### src/rtl/booth_multiplier_main_pkg.sv
// Shared constants, state encoding and small helpers for the radix-2 Booth multiplier.
package booth_pkg;

    localparam int N  = 8;
    localparam int PW = 2 * N;

    // Last value of the step counter; the step taken with this count is the final one.
    localparam logic [2:0] LAST_STEP = 3'(N - 1);

    typedef enum logic [7:0] {
        IDLE = 8'h01,
        LOAD = 8'h02,
        CALC = 8'h04,
        DONE = 8'h08
    } state_t;

    // The accumulator is one bit wider than an operand so that -128 * -128 cannot overflow.
    function automatic logic [N:0] sext_operand(input logic [N-1:0] value);
        return {value[N-1], value};
    endfunction

endpackage

### src/rtl/booth_multiplier_main_step.sv
// One combinational radix-2 Booth step: add/subtract selected by {Q[0],Q-1}, then an arithmetic
// shift right of the whole {Acc,Q,Q-1} vector.
module booth_step
    import booth_pkg::*;
(
    input  logic [N:0]   acc,
    input  logic [N-1:0] q,
    input  logic         q_m1,
    input  logic [N:0]   m,
    output logic [N:0]   acc_next,
    output logic [N-1:0] q_next,
    output logic         q_m1_next
);

    logic [N:0] sum;

    always_comb begin
        sum = acc;
        unique case ({q[0], q_m1})
            2'b01:   sum = acc + m;
            2'b10:   sum = acc - m;
            default: sum = acc;
        endcase
    end

    // Sign bit of the accumulator is replicated into the vacated top position.
    always_comb begin
        acc_next  = {sum[N], sum[N:1]};
        q_next    = {sum[0], q[N-1:1]};
        q_m1_next = q[0];
    end

endmodule

### src/rtl/booth_multiplier_main.sv
// Sequential 8x8 signed Booth multiplier: captures operands on valid, performs one Booth step
// per clock and publishes the 16-bit product when all steps are complete.
module booth_multiplier_main
    import booth_pkg::*;
(
    input  logic          clk,
    input  logic          rst,
    input  logic          valid,
    input  logic [N-1:0]  A,
    input  logic [N-1:0]  B,
    output logic [1:0]    Q_LSB,
    output logic [PW-1:0] Y,
    output logic [7:0]    estado
);

    state_t         state_q, state_d;
    logic [N:0]     m_q, m_d;
    logic [N:0]     acc_q, acc_d;
    logic [N-1:0]   q_q, q_d;
    logic           q_m1_q, q_m1_d;
    logic [2:0]     count_q, count_d;
    logic [PW-1:0]  y_q, y_d;

    logic [N:0]     step_acc;
    logic [N-1:0]   step_q;
    logic           step_q_m1;

    booth_step u_step (
        .acc       (acc_q),
        .q         (q_q),
        .q_m1      (q_m1_q),
        .m         (m_q),
        .acc_next  (step_acc),
        .q_next    (step_q),
        .q_m1_next (step_q_m1)
    );

    always_ff @(posedge clk) begin
        if (rst) begin
            state_q <= IDLE;
            m_q     <= '0;
            acc_q   <= '0;
            q_q     <= '0;
            q_m1_q  <= 1'b0;
            count_q <= '0;
            y_q     <= '0;
        end else begin
            state_q <= state_d;
            m_q     <= m_d;
            acc_q   <= acc_d;
            q_q     <= q_d;
            q_m1_q  <= q_m1_d;
            count_q <= count_d;
            y_q     <= y_d;
        end
    end

    // Y is only ever written on the final step, so the previous product remains visible meanwhile.
    always_comb begin
        state_d = state_q;
        m_d     = m_q;
        acc_d   = acc_q;
        q_d     = q_q;
        q_m1_d  = q_m1_q;
        count_d = count_q;
        y_d     = y_q;

        unique case (state_q)
            IDLE: begin
                if (valid) begin
                    m_d     = sext_operand(A);
                    q_d     = B;
                    state_d = LOAD;
                end
            end
            LOAD: begin
                acc_d   = '0;
                q_m1_d  = 1'b0;
                count_d = '0;
                state_d = CALC;
            end
            CALC: begin
                acc_d   = step_acc;
                q_d     = step_q;
                q_m1_d  = step_q_m1;
                count_d = count_q + 3'd1;
                if (count_q == LAST_STEP) begin
                    y_d     = {step_acc[N-1:0], step_q};
                    state_d = DONE;
                end
            end
            DONE: begin
                // A held valid parks here so it cannot start a second computation.
                if (!valid) begin
                    state_d = IDLE;
                end
            end
            default: begin
                state_d = IDLE;
            end
        endcase
    end

    assign Q_LSB  = {q_q[0], q_m1_q};
    assign Y      = y_q;
    assign estado = state_q;

endmodule

### config.mk
export PLATFORM = sky130hd
export DESIGN_NAME = booth_multiplier_main
export DESIGN_NICKNAME = d
export VERILOG_FILES = /design/src/rtl/booth_multiplier_main_pkg.sv /design/src/rtl/booth_multiplier_main_step.sv /design/src/rtl/booth_multiplier_main.sv
export SDC_FILE = /design/constraint.sdc
export NUM_CORES = 1
export LEC_CHECK = 0
export CAP_MARGIN = 20
export CORE_UTILIZATION = 45
export DETAILED_ROUTE_END_ITERATION = 12
export PLACE_DENSITY = 0.72
export SETUP_SLACK_MARGIN = 0.1
export SLEW_MARGIN = 20
export SYNTH_ARGS = -nofsm -noshare
export SYNTH_HDL_FRONTEND = slang
export SYNTH_SLANG_ARGS = --single-unit
### constraint.sdc
create_clock -name clk -period 6.1 [get_ports clk]
set_clock_uncertainty 0.2 [all_clocks]
set_input_delay 0.915 -clock clk [delete_from_list [all_inputs] [get_ports clk]]
set_output_delay 0.915 -clock clk [all_outputs]
set_load 0.005 [all_outputs]
==> results_dict.tcl, run 1 <==
set metrics [dict create \
    outcome "finished clean" \
    root_buffer "clkbuf_8" \
    routabilityCongestion 0.807 \
    cts_setup_buffers 0 \
    hold_start "Y[0]" \
    maxSlewViolCount 0 \
    path_clk_slew_ns 0.09 \
    postRouteWirelength_um 5430 \
    wl_met2_um 2580 \
    finalSetupViolCount 0 \
    critical_path_required_ns 6.13 \
    clk_path_buf_depth 2 \
    critPathBufInv 0 \
    fmax_ghz 0.304 \
    grt_pass1_vias 2070 \
    wl_per_cell_um 13.4 \
    initial_utilization_pct 46.6 \
    synth-seq-area-share_pct 37.7 \
    rows 27 \
    final_common_cell "nor2_1" \
    finalSetupTns_ns 0 \
    drive_gt1_share_pct 4.49 \
    cp-start-kind "register" \
    finalPower_w 0.00108 \
    grt_usage_pct 19.6 \
    max_slew_margin_pct 34.2 \
    clkSinkCount 48 \
    powerDensity_nw_per_um2 357 \
    die_w_um 77.3 \
    cts_buffers 5 \
    setup_slack_ns 2.81 \
    ys_ff_latch 48 \
    cts_tree "built" \
    drtIter0Drc 116 \
    fp.dieArea_sq_um 5970 \
    crit_chain "or3_2 -> nor3_1 -> a21oi_1 -> xnor2_1 -> ha_1 -> a21oi_1 -> o21ai_0 -> and3_2 -> or3_4 -> or3_1 -> o21ai_0" \
    grt_pass1_wl_um 9470 \
    worst_ep_arrival_time_ns 3.32 \
    synth_area_sq_um 2550 \
    period_needed_ns 3.29 \
    core_sq_um 5470 \
    dp_slack_ns 2.85 \
    hold_class "register to register" \
    ir_drop_uv 186 \
    synthToLayoutAreaGrowth_pct 18.9 \
    synth_edf_count 0 \
    grt_max_degree 28 \
    wl_met3_um 199 \
    crit_path_end_kind "register" \
    firstDrtPassIters 4 \
    drc 0 \
    max_stage_delay_ns 0.53 \
    worst_slew_pin_slew_ns 0.984 \
    worstReg2RegEnd "acc_q[7]" \
    ctsHtreeMaxLevel 2 \
    async_flop_share_pct 0 \
    rsz0062_at_grt "no" \
    final_nets 366 \
    via_per_inst 5.29 \
    num_antenna_cells 0 \
    synth_top_area_share_pct 37.7 \
    insertion_delay_ns 0.30 \
    antenna_found_initial 0 \
    reg2reg_slack_ns 2.81 \
    hold-path-endpoint "Y[0]" \
    dieHeight_um 77.3 \
    io_buffers 40 \
    worstPathMaxFanout 5 \
    cp_top_family "simple AND/OR/NAND/NOR gates" \
    hold_violations 0 \
    dr_total_vias 2148 \
    highest-signal-layer "met4" \
    ant_nets 0 \
    ys_top_cells_by_area "dfxtp_1 38%, mux2i_1 8.2%, nor2_1 7.2%, ha_1 5.9%, a21oi_1 4.7%" \
    cts_resized 0 \
    layout_common_cells "49 x nor2_1, 48 x dfxtp_1, 40 x clkdlybuf4s50_1" \
    dpl.hpwl_um 3890 \
    min_period_over_period_pct 54.0 \
    grt-ovfl-total 0 \
    yosysTopAreaCell "dfxtp_1" \
    critical_path_class "register to register" \
    p_leak_nw 1.19 \
    rr_startpoint "m_q[2]" \
    rr_worst_depth 11 \
    wl_met1_um 2570 \
    synthCells 304 \
    ys.flop_type "dfxtp_1" \
    postCtsHoldBufs 0 \
    syn_area_per_cell_sq_um 8.39 \
    yosys_warnings 0 \
    holdPathStages 2 \
    io_pins 45 \
    drv_cap 0 \
    yosysUniqueCellTypes 48 \
    cp_slowest_cell "or3_2" \
]
worst reg2reg max path, cell delays in order (launching register included):
cell and delay (ns):
dfxtp_1 0.36, or3_2 0.53, nor3_1 0.24, a21oi_1 0.13, xnor2_1 0.15, ha_1 0.35
a21oi_1 0.21, o21ai_0 0.15, and3_2 0.21, or3_4 0.34, or3_1 0.30, o21ai_0 0.07
kinds of logic after synthesis:
family	share of synthesized area (%)
XOR/XNOR	4.12
AO/OA/AOI/OAI	17.2
flip-flops	37.7
adder cells (fa/ha/maj)	6.67
AND/OR/NAND/NOR	20.2
buffers and inverters	5.84
multiplexers	8.24
other	0.147
state kept, by name, summed over array words and instances, names as in the netlist:
register	count
count_q	3
q_m1_q	1
m_q	8
acc_q	8
estado	4
Y	16
q_q	8
layer usage:
layer  vias to the layer above  GRT usage, %
met2                        42          32.2
met1                       986          25.3
met4                         0          6.79
met3                         9          4.05
met5                         -             0
li1                       1111             -
final cells by class:
cell class	count	area, sq um
clock buffer	6	82.6
clock inverter	1	8.76
fill	505	2440
inverter	8	30.0
multi-input combinational	230	1450
sequential	48	961
tap	72	90.1
timing repair buffer	41	408
stage by stage:
stage / cells / hold WS [ns] / cell area [sq um] / util (%)
global route: 406 / 0.283 / 3030 / 55.4
detailed placement: 399 / 0.247 / 2940 / 53.7
CTS: 406 / 0.259 / 3030 / 55.4
finish: 406 / 0.257 / 3030 / 55.4
floorplan: 307 / 0.245 / 2560 / -
global placement: 399 / 0.241 / 2940 / 53.7
report_power, final:
part / switching [W] / internal (W) / leakage [nW]
Clock: 0.000103 / 0.0000904 / 0.0473
Combinational: 0.000259 / 0.000240 / 0.755
Sequential: 0.0000427 / 0.000347 / 0.389
Total: 0.000404 / 0.000678 / 1.19
worst max-delay path by stage:
stage / start / endpoint / slack (ns) / cells past startpoint
floorplan: m_q[2] / acc_q[7] / 3.09 / 11
global placement: m_q[2] / acc_q[7] / 3.00 / 11
detailed placement: m_q[2] / acc_q[7] / 2.85 / 11
CTS: m_q[2] / acc_q[7] / 2.82 / 11
global route: m_q[2] / Y[15] / 2.61 / 11
finish: m_q[2] / acc_q[7] / 2.81 / 11
synthesized netlist by cell type, types with 2 or more instances:
| cell type | count |
|---|---|
| inv_1 | 8 |
| o21ai_0 | 10 |
| buf_2 | 2 |
| dfxtp_1 | 48 |
| xor2_1 | 2 |
| nor3_1 | 8 |
| clkbuf_1 | 10 |
| a31oi_1 | 2 |
| a211oi_1 | 14 |
| o21a_1 | 2 |
| or4b_1 | 2 |
| a22oi_1 | 5 |
| or3_1 | 3 |
| buf_4 | 6 |
| a21oi_1 | 24 |
| o21bai_1 | 2 |
| nand2b_1 | 4 |
| ha_1 | 12 |
| xnor2_1 | 10 |
| buf_6 | 2 |
| mux2i_1 | 21 |
| nor2_1 | 49 |
| nand2_1 | 32 |
| nor4_1 | 2 |
(Power assumes the default switching activity.)
==> run 2: changes to the inputs <==
--- a/config.mk
+++ b/config.mk
@@ -8,7 +8,7 @@
 export CAP_MARGIN = 20
 export CORE_UTILIZATION = 45
 export DETAILED_ROUTE_END_ITERATION = 12
-export PLACE_DENSITY = 0.72
+export PLACE_DENSITY = 0.75
 export SETUP_SLACK_MARGIN = 0.1
 export SLEW_MARGIN = 20
 export SYNTH_ARGS = -nofsm -noshare
==> constraint.sdc (replaced) <==
create_clock -name clk -period 3 [get_ports clk]
set_clock_uncertainty 0.2 [all_clocks]
set_input_delay 0.45 -clock clk [delete_from_list [all_inputs] [get_ports clk]]
set_output_delay 0.45 -clock clk [all_outputs]
set_load 0.005 [all_outputs]
==> run 2 against run 1 <==
Clock power increased by 110%; setup slack worse by 2.7 ns; count of clock-buffer cells in the layout unchanged; final area up 5.7%; sequential share of layout area decreased by 1.7 points; combinational power increased by 150%; critical path depth did not move; via count is 5.7% higher; sequential power increased by 100%; cell count is 4.4% higher; critical endpoint unchanged.
==> results_dict.tcl, run 2 (synthesized netlist as in run 1, its figures left out) <==
set metrics [dict create \
    hold_violations 0 \
    clk_path_buf_depth 2 \
    p_clk_share_pct 17.0 \
    seqPwrFrac_pct 32.2 \
    cts_buffers 5 \
    core_sq_um 5470 \
    via_per_inst 5.36 \
    initial_utilization_pct 46.6 \
    holdPathStages 2 \
    crit_path_end_kind "register" \
    routabilityCongestion 0.889 \
    firstDrtPassIters 4 \
    insertion_delay_ns 0.30 \
    ant_nets 0 \
    worst_ep_arrival_time_ns 2.92 \
    maxSlewViolCount 0 \
    crit_cells 11 \
    dr_total_vias 2271 \
    wl_per_cell_um 13.0 \
    die_w_um 77.3 \
    drtIter0Drc 171 \
    p_leak_nw 1.28 \
    final_common_cell "nor2_1" \
    powerDensity_nw_per_um2 756 \
    io_buffers 40 \
    antenna_found_initial 0 \
    critical_path_class "register to register" \
    drive_gt1_share_pct 11.6 \
    grt_pass1_vias 2060 \
    ctsHtreeMaxLevel 2 \
    grt-ovfl-total 0 \
    ir_drop_uv 477 \
    rows 27 \
    synthToLayoutAreaGrowth_pct 25.6 \
    final_nets 383 \
    rsz0062_at_grt "yes" \
    num_antenna_cells 0 \
    root_buffer "clkbuf_8" \
    path_clk_slew_ns 0.09 \
    dpl.hpwl_um 3960 \
    worst_slew_pin_slew_ns 0.679 \
    grt_usage_pct 19.3 \
    layout_common_cells "49 x nor2_1, 47 x dfxtp_1, 40 x clkdlybuf4s50_1" \
    power_switching_w 0.000898 \
    period_needed_ns 2.87 \
    crit_chain "or3_4 -> nor3_4 -> a21oi_2 -> xnor2_1 -> ha_1 -> a21oi_2 -> o211ai_1 -> and3_4 -> or3_4 -> or3_1 -> o21ai_1" \
    largest_register_ff_count 16 \
    hold_class "register to register" \
    rr_worst_depth 11 \
    fp.dieArea_sq_um 5970 \
    postRouteWirelength_um 5530 \
    combPwrFrac_pct 50.8 \
    cts_tree "built" \
    dieHeight_um 77.3 \
    min_period_over_period_pct 95.8 \
    finalPower_w 0.00242 \
    fmax_ghz 0.348 \
    outcome "finished clean" \
    max_slew_margin_pct 54.7 \
    drv_cap 0 \
    finalSetupTns_ns 0 \
    postCtsHoldBufs 0 \
    p_int_w 0.00153 \
    grt_max_degree 25 \
    critical_path_required_ns 3.04 \
    worstPathMaxFanout 3 \
    io_pins 45 \
    reg2reg_slack_ns 0.13 \
    critPathBufInv 0 \
    clkSinkCount 48 \
    cp-start-kind "register" \
    swShare_pct 37.0 \
    cp_top_family "simple AND/OR/NAND/NOR gates" \
    cp_slowest_cell "or3_4" \
    grt_pass1_wl_um 9370 \
    finalSetupViolCount 0 \
    drc 0 \
    max_stage_delay_ns 0.41 \
]
## run 2: cell types whose count changed in the layout (fill, tap and decap cells not counted), sizes merged
cell / delta
inv: +1
buf: +17
## run 2: path summary, 6_finish.rpt
kind | start | to
worst min register to register | Y[4] | Y[4]
worst max-delay path | m_q[3] | acc_q[7]
worst min-delay path | Y[4] | Y[4]
worst max register to register | m_q[3] | acc_q[7]
## run 2: area by class of cell
type,count,area [sq um]
Multi-Input combinational cell,230,1490
Fill cell,510,2270
Inverter,8,30.0
Tap cell,72,90.1
Sequential cell,48,962
Clock inverter,2,13.8
Timing Repair Buffer,58,536
Clock buffer,6,82.6
## run 2: worst register-to-register path, stage by stage, from the launching register on
cell and delay (ns):
dfxtp_2 0.34, or3_4 0.41, nor3_4 0.14, a21oi_2 0.07
xnor2_1 0.13, ha_1 0.35, a21oi_2 0.17, o211ai_1 0.12
and3_4 0.17, or3_4 0.34, or3_1 0.31, o21ai_1 0.08
## run 2: per-layer routing
metal | vias up | GRT usage [%] | share of wire (%)
met5 | - | 0 | 0
met4 | 0 | 5.85 | 0.63
met3 | 4 | 3.45 | 4.4
met2 | 55 | 34.0 | 50
met1 | 1067 | 23.8 | 45
li1 | 1145 | - | -
## run 2: through the flow
step | util [%] | std cells | hold WS (ns) | setup slack (ns) | cell area, sq um
after CTS | 57.5 | 419 | 0.261 | 0.117 | 3150
after detailed placement | 55.5 | 410 | 0.249 | 0.0576 | 3040
after global routing | 58.6 | 424 | 0.289 | 0.0142 | 3210
after floorplan | - | 307 | 0.245 | 0.108 | 2570
final | 58.6 | 424 | 0.256 | 0.127 | 3210
after global placement | 55.5 | 410 | 0.243 | 0.140 | 3040
## run 2: power by group through the flow
stage / Clock (W) / Sequential [W] / Combinational [W]
2_1_floorplan: 0 / 0.000786 / 0.000841
3_3_place_gp: 0 / 0.000791 / 0.00106
3_5_place_dp: 0 / 0.000793 / 0.00107
4_1_cts: 0.000422 / 0.000779 / 0.00110
5_1_grt: 0.000451 / 0.000791 / 0.00135
6_report: 0.000413 / 0.000780 / 0.00123
## run 2: what timing repair did
item / in CTS / in global routing
pin swaps: 1 / 8
gates cloned: 0 / 0
gates resized for setup: 1 / 10
buffers inserted: 1 / 5
setup endpoints to repair: 2 / 8
hold endpoints to repair: 0 / 0
==> variant 1 (config.mk and constraints of run 2) <==
The package constant `N` goes from 8 to 16.
--- a/src/rtl/booth_multiplier_main_pkg.sv
+++ b/src/rtl/booth_multiplier_main_pkg.sv
@@ -2,5 +2,5 @@
 package booth_pkg;
 
-    localparam int N  = 8;
+    localparam int N  = 16;
     localparam int PW = 2 * N;
 
Interface: changed (resized A, B and Y); port bits go from 45 to 77. The function was not compared with the original's and may differ.
==> variant 1 against run 2 <==
- the flow now finishes with violations (setup timing)
- worst setup slack lost 0.59 ns
- routed wire length increased by 140%
- power up 140%
- first-iteration DRC count increased by 4.1%
- via count grew 110%
- non-clock buffer count rose by 106
- combinational power grew to 2.9 times the old value
- largest power group unchanged
- design area up 120%
- sequential cell count increased by 40
- synthesized area grew 87%
==> variant 1: results (changes against run 2) <==
Outcome
  – Result of the run: complete, but fails checks (was finished, final reports clean)
  – Violated checks: setup timing

Placement
  – Detail Placement HPWL: 8790 um (was 3960 um)
  – Pre-CTS setup slack: -0.507 ns (was 0.0576 ns)
  – Port Buffers: 72 (was 40)
  – RePlAce Congestion: 0.916 (was 0.889)

Power and ir drop
  – Maximum ir drop on the vdd rail: 0.000397 V (was 0.000477 V)
  – Leak pwr: 2.67 nW (was 1.28 nW)
  – Net switching power: 2.34 mW (was 0.898 mW)
  – Combinational cell fraction of total power: 0.609 (was 0.508)

Detailed routing
  – Sum of routed wire segments on met1: 5950 um (was 2480 um)
  – Number of DRC markers in iteration 0: 178 (was 171)
  – WL met2: 6370 um (was 2770 um)
  – WL per Instance: 14.8 um (was 13.0 um)

Synth
  – Largest cells by area after synthesis: sky130_fd_sc_hd__dfxtp_1 (37%), sky130_fd_sc_hd__nand2_1 (9.3%), sky130_fd_sc_hd__a21oi_1 (6.1%) (was sky130_fd_sc_hd__dfxtp_1 (38%), sky130_fd_sc_hd__mux2i_1 (8.2%), sky130_fd_sc_hd__nor2_1 (7.2%))
  – Mux contribution to synthesized area: 0.0176 (was 0.0824)
  – Share of the synthesized area in compound gates (AO/OA/AOI/OAI): 0.233 (was 0.172)
  – Adder-cell share of the synthesized area: 0.0566 (was 0.0667)

Timing
  – Worst Setup Slack, final: -0.464 ns (was 0.127 ns)
  – Final setup violation count: 18 (was 0)
  – Max transition margin: 0.453 (was 0.547)
  – Final setup TNS: -3.74 ns (was 0 ns)
  – Hold Worst Slack: 0.264 ns (was 0.256 ns)

Cells and area
  – Number of multi-input combinational cells in the layout: 471 (was 230)
  – Non-clock buffering overhead: 0.212 (was 0.167)

Global route
  – Wire length of the first global-routing pass: 20600 um (was 9370 um)
  – Global routing met2 resource utilization: 0.383 (was 0.340)
  – M1 GR Usage: 0.310 (was 0.238)

Critical path
  – Critical-path cell with the highest stage delay: sky130_fd_sc_hd__a221o_1 (was sky130_fd_sc_hd__or3_4)
  – Worst flop-to-flop path startpoint: m_q[0]$_SDFFE_PP0P_ (was m_q[3]$_SDFFE_PP0P_)
  – Critical path peak fanout: 2 (was 3)
  – Crit path largest cell delay: 0.37 ns (was 0.41 ns)

Hold path
  – Worst hold endpoint: Y[5]$_SDFFE_PP0P_ (was Y[4]$_SDFFE_PP0P_)

Clock tree
  – Number of buffers inserted during clock tree synthesis: 9 (was 5)
  – Worst skew pair latency: 0.37 ns (was 0.30 ns)
## variant 1: what timing repair did
action / CTS / global route
resized for setup: 60 / 55
pin swaps: 27 / 29
setup endpoints to repair: 18 / 22
gates cloned: 0 / 0
buffers inserted: 9 / 15
## variant 1: worst max-delay path by stage
stage	startpoint	end	depth (start not counted)
CTS	m_q[0]$_SDFFE_PP0P_	Y[30]$_SDFFE_PP0P_	12
global route	q_m1_q$_SDFFE_PP0N_	Y[30]$_SDFFE_PP0P_	12
floorplan	q_m1_q$_SDFFE_PP0N_	Y[30]$_SDFFE_PP0P_	13
global placement	m_q[0]$_SDFFE_PP0P_	Y[30]$_SDFFE_PP0P_	12
finish	m_q[0]$_SDFFE_PP0P_	Y[30]$_SDFFE_PP0P_	12
detailed placement	m_q[0]$_SDFFE_PP0P_	Y[30]$_SDFFE_PP0P_	12
==> variant 2 (settings of run 2) <==
Made on the original files. Take the reset off `m_q`, `q_q` and `y_q` and load them in a clocked block of their own.
--- a/src/rtl/booth_multiplier_main.sv
+++ b/src/rtl/booth_multiplier_main.sv
@@ -39,19 +39,19 @@
         if (rst) begin
             state_q <= IDLE;
-            m_q     <= '0;
             acc_q   <= '0;
-            q_q     <= '0;
             q_m1_q  <= 1'b0;
             count_q <= '0;
-            y_q     <= '0;
         end else begin
             state_q <= state_d;
-            m_q     <= m_d;
             acc_q   <= acc_d;
-            q_q     <= q_d;
             q_m1_q  <= q_m1_d;
             count_q <= count_d;
-            y_q     <= y_d;
         end
+    end
+
+    always_ff @(posedge clk) begin
+        m_q <= m_d;
+        q_q <= q_d;
+        y_q <= y_d;
     end
 
Function: differs if rst is asserted again (counterexample within 4 cycles, from zero or initial values and one cycle with rst high); with rst held inactive, the same outputs for 10 cycles.
==> variant 2 against run 2 <==
- combinational power decreased by 39%
- largest cell class is now flip-flops and latches
- synthesized area shrank 4.2%
- critical path type unchanged
- design area down 3.2%
- routed wire length fell by 19%
- global-route usage is 3.1 points lower
- critical path depth unchanged
- sequential cell count did not move
- final cell count down 23%
- critical endpoint is now Y[14]$_DFFE_PP_
- power fell by 11%
- worst hold slack improved by 0.00074 ns
- maximum frequency increased by 2.5%
- worst setup slack better by 0.071 ns
==> variant 2: results (changes against run 2) <==
Placement
  – Placed insts: 310 (was 410)
  – RePlAce Congestion: 0.804 (was 0.889)
  – Pre-CTS setup slack: 0.0957 ns (was 0.0576 ns)
  – Detail Placement HPWL: 3030 um (was 3960 um)
  – Port Buffers: 40 (unchanged)

Critical path
  – WP data arrival: 2.66 ns (was 2.92 ns)
  – Critical path peak fanout: 3 (unchanged)

Outcome
  – Result of the run: finished, final reports clean (unchanged)

Clock tree
  – Maximum buffer depth of the clock tree: 2 (unchanged)
  – Maximum level of the CTS H-tree: 2 (unchanged)
  – Worst skew pair latency: 0.30 ns (about the same)
  – Number of buffers inserted during clock tree synthesis: 5 (unchanged)
  – Clk Tree Root Cell: sky130_fd_sc_hd__clkbuf_8 (unchanged)
  – Clock transition time at the flip-flop clock pins of the worst setup and hold paths: 0.09 ns (about the same)

Timing
  – Max transition margin: 0.640 (was 0.547)

Cells and area
  – Final-layout fill cell count: 413 (was 510)
  – Fin nets: 287 (was 383)
  – Post-route insts no fill: 326 (was 424)
  – Number of flip-flops under the largest register name: 16 (unchanged)
  – # diodes: 0 (unchanged)
  – Share of final-layout standard cells stronger than drive strength 1: 0.191 (was 0.116)

Power and ir drop
  – Maximum ir drop on the vdd rail: 0.000412 V (was 0.000477 V)
  – Leak pwr: 1.12 nW (was 1.28 nW)

Synth
  – Ranking of synthesized cells by instance count: sky130_fd_sc_hd__edfxtp_1 (32), sky130_fd_sc_hd__nor2_1 (22), sky130_fd_sc_hd__dfxtp_1 (16) (was sky130_fd_sc_hd__nor2_1 (49), sky130_fd_sc_hd__dfxtp_1 (48), sky130_fd_sc_hd__nand2_1 (32))
  – Synthesis warning total: 0 (unchanged)
  – Distinct cell type count after synthesis: 45 (was 48)
  – Mapped Cells: 206 (was 304)
  – Primary FF master, synth: sky130_fd_sc_hd__edfxtp_1 (was sky130_fd_sc_hd__dfxtp_1)
  – Sequential element share of the synthesized area: 0.524 (was 0.377)
  – Number of enable flip-flop cells after synthesis: 32 (was 0)
  – Ys async rst share: 0 (unchanged)
  – Largest cells by area after synthesis: sky130_fd_sc_hd__edfxtp_1 (39%), sky130_fd_sc_hd__dfxtp_1 (13%), sky130_fd_sc_hd__ha_1 (6.1%) (was sky130_fd_sc_hd__dfxtp_1 (38%), sky130_fd_sc_hd__mux2i_1 (8.2%), sky130_fd_sc_hd__nor2_1 (7.2%))

Hold path
  – Worst hold path class: reg2reg (unchanged)

Global route
  – Global-route usage over all layers: 0.163 (was 0.193)
  – Number of global-route vias before repair: 1459 (was 2060)
  – Wire length of the first global-routing pass: 6740 um (was 9370 um)
  – Antenna violations before repair: 0 (unchanged)
  – Maximum number of pins on one net before global-route repair: 19 (was 25)

Detailed routing
  – Number of DRC markers in iteration 0: 86 (was 171)
  – Overall routed net length: 4470 um (was 5530 um)
  – Via-to-Cell Ratio: 5.17 (was 5.36)
  – Number of detailed-routing iterations run before antenna repair: 4 (unchanged)
[variant 2: kinds of logic (layout without fill, tap and decap cells)]
logic type / count (synthesis) / in the layout / synth area share
other cells: 1 / 4 / 0.00153
mux: 14 / 14 / 0.0619
xor+xnor: 11 / 11 / 0.0394
fa+ha+maj: 13 / 13 / 0.0696
flops: 48 / 48 / 0.524
buf+inv: 20 / 67 / 0.0542
compound gates: 43 / 43 / 0.124
simple gates: 56 / 56 / 0.125
[variant 2: routing by layer]
metal | up-vias | part of all wire | global-route usage
met1 | 799 | 0.46 | 0.210
met5 | - | 0 | 0
met3 | 5 | 0.040 | 0.0370
met4 | 0 | 0.016 | 0.0679
met2 | 38 | 0.48 | 0.265
li1 | 844 | - | -
[variant 2: area by class of cell]
cell class	instances	area share
clock buffers	6	0.0266
clock inverters	2	0.0125
inverters	7	0.00847
multi-input cells	141	0.353
flip-flops and latches	48	0.413
well taps	70	0.0282
repair buffers	52	0.158
[variant 2: where the power goes]
part	total, mW	leakage, nW	switching [mW]	internal [mW]
combinational	0.747	0.631	0.381	0.367
clock	0.491	0.0614	0.218	0.273
sequential	0.921	0.425	0.0919	0.830
[variant 2: final timing paths]
kind                                  startpoint              end  slack (ns)  cells past startpoint
worst max register to register  m_q[0]$_DFFE_PP_  Y[14]$_DFFE_PP_        0.20                     11
worst max-delay path            m_q[0]$_DFFE_PP_  Y[14]$_DFFE_PP_        0.20                     11
worst min register to register  q_q[2]$_DFFE_PP_   Y[1]$_DFFE_PP_        0.26                      0
worst min-delay path            q_q[2]$_DFFE_PP_   Y[1]$_DFFE_PP_        0.26                      0
[variant 2: what timing repair did]
action | 4_1_cts | 5_1_grt
pin swaps | 0 | 8
buffers inserted | 2 | 6
resized for setup | 0 | 11
setup endpoints to repair | 1 | 5
[variant 2: worst max-delay path: stages, from the launching register on]
cell and delay, ns:
sky130_fd_sc_hd__edfxtp_1 0.40, sky130_fd_sc_hd__inv_1 0.08, sky130_fd_sc_hd__ha_2 0.18, sky130_fd_sc_hd__nor3b_4 0.21, sky130_fd_sc_hd__nor2_1 0.07, sky130_fd_sc_hd__xnor2_1 0.13, sky130_fd_sc_hd__ha_1 0.35, sky130_fd_sc_hd__buf_4 0.16
sky130_fd_sc_hd__a311o_1 0.33, sky130_fd_sc_hd__a21oi_2 0.14, sky130_fd_sc_hd__mux2i_1 0.10, sky130_fd_sc_hd__and2_2 0.20
[variant 2: per-stage QoR]
step | hold WS (ns) | instance area (um2)
2_1_floorplan | 0.220 | 2460
3_3_place_gp | 0.225 | 2870
3_5_place_dp | 0.236 | 2870
4_1_cts | 0.258 | 3000
5_1_grt | 0.270 | 3100
6_report | 0.257 | 3100
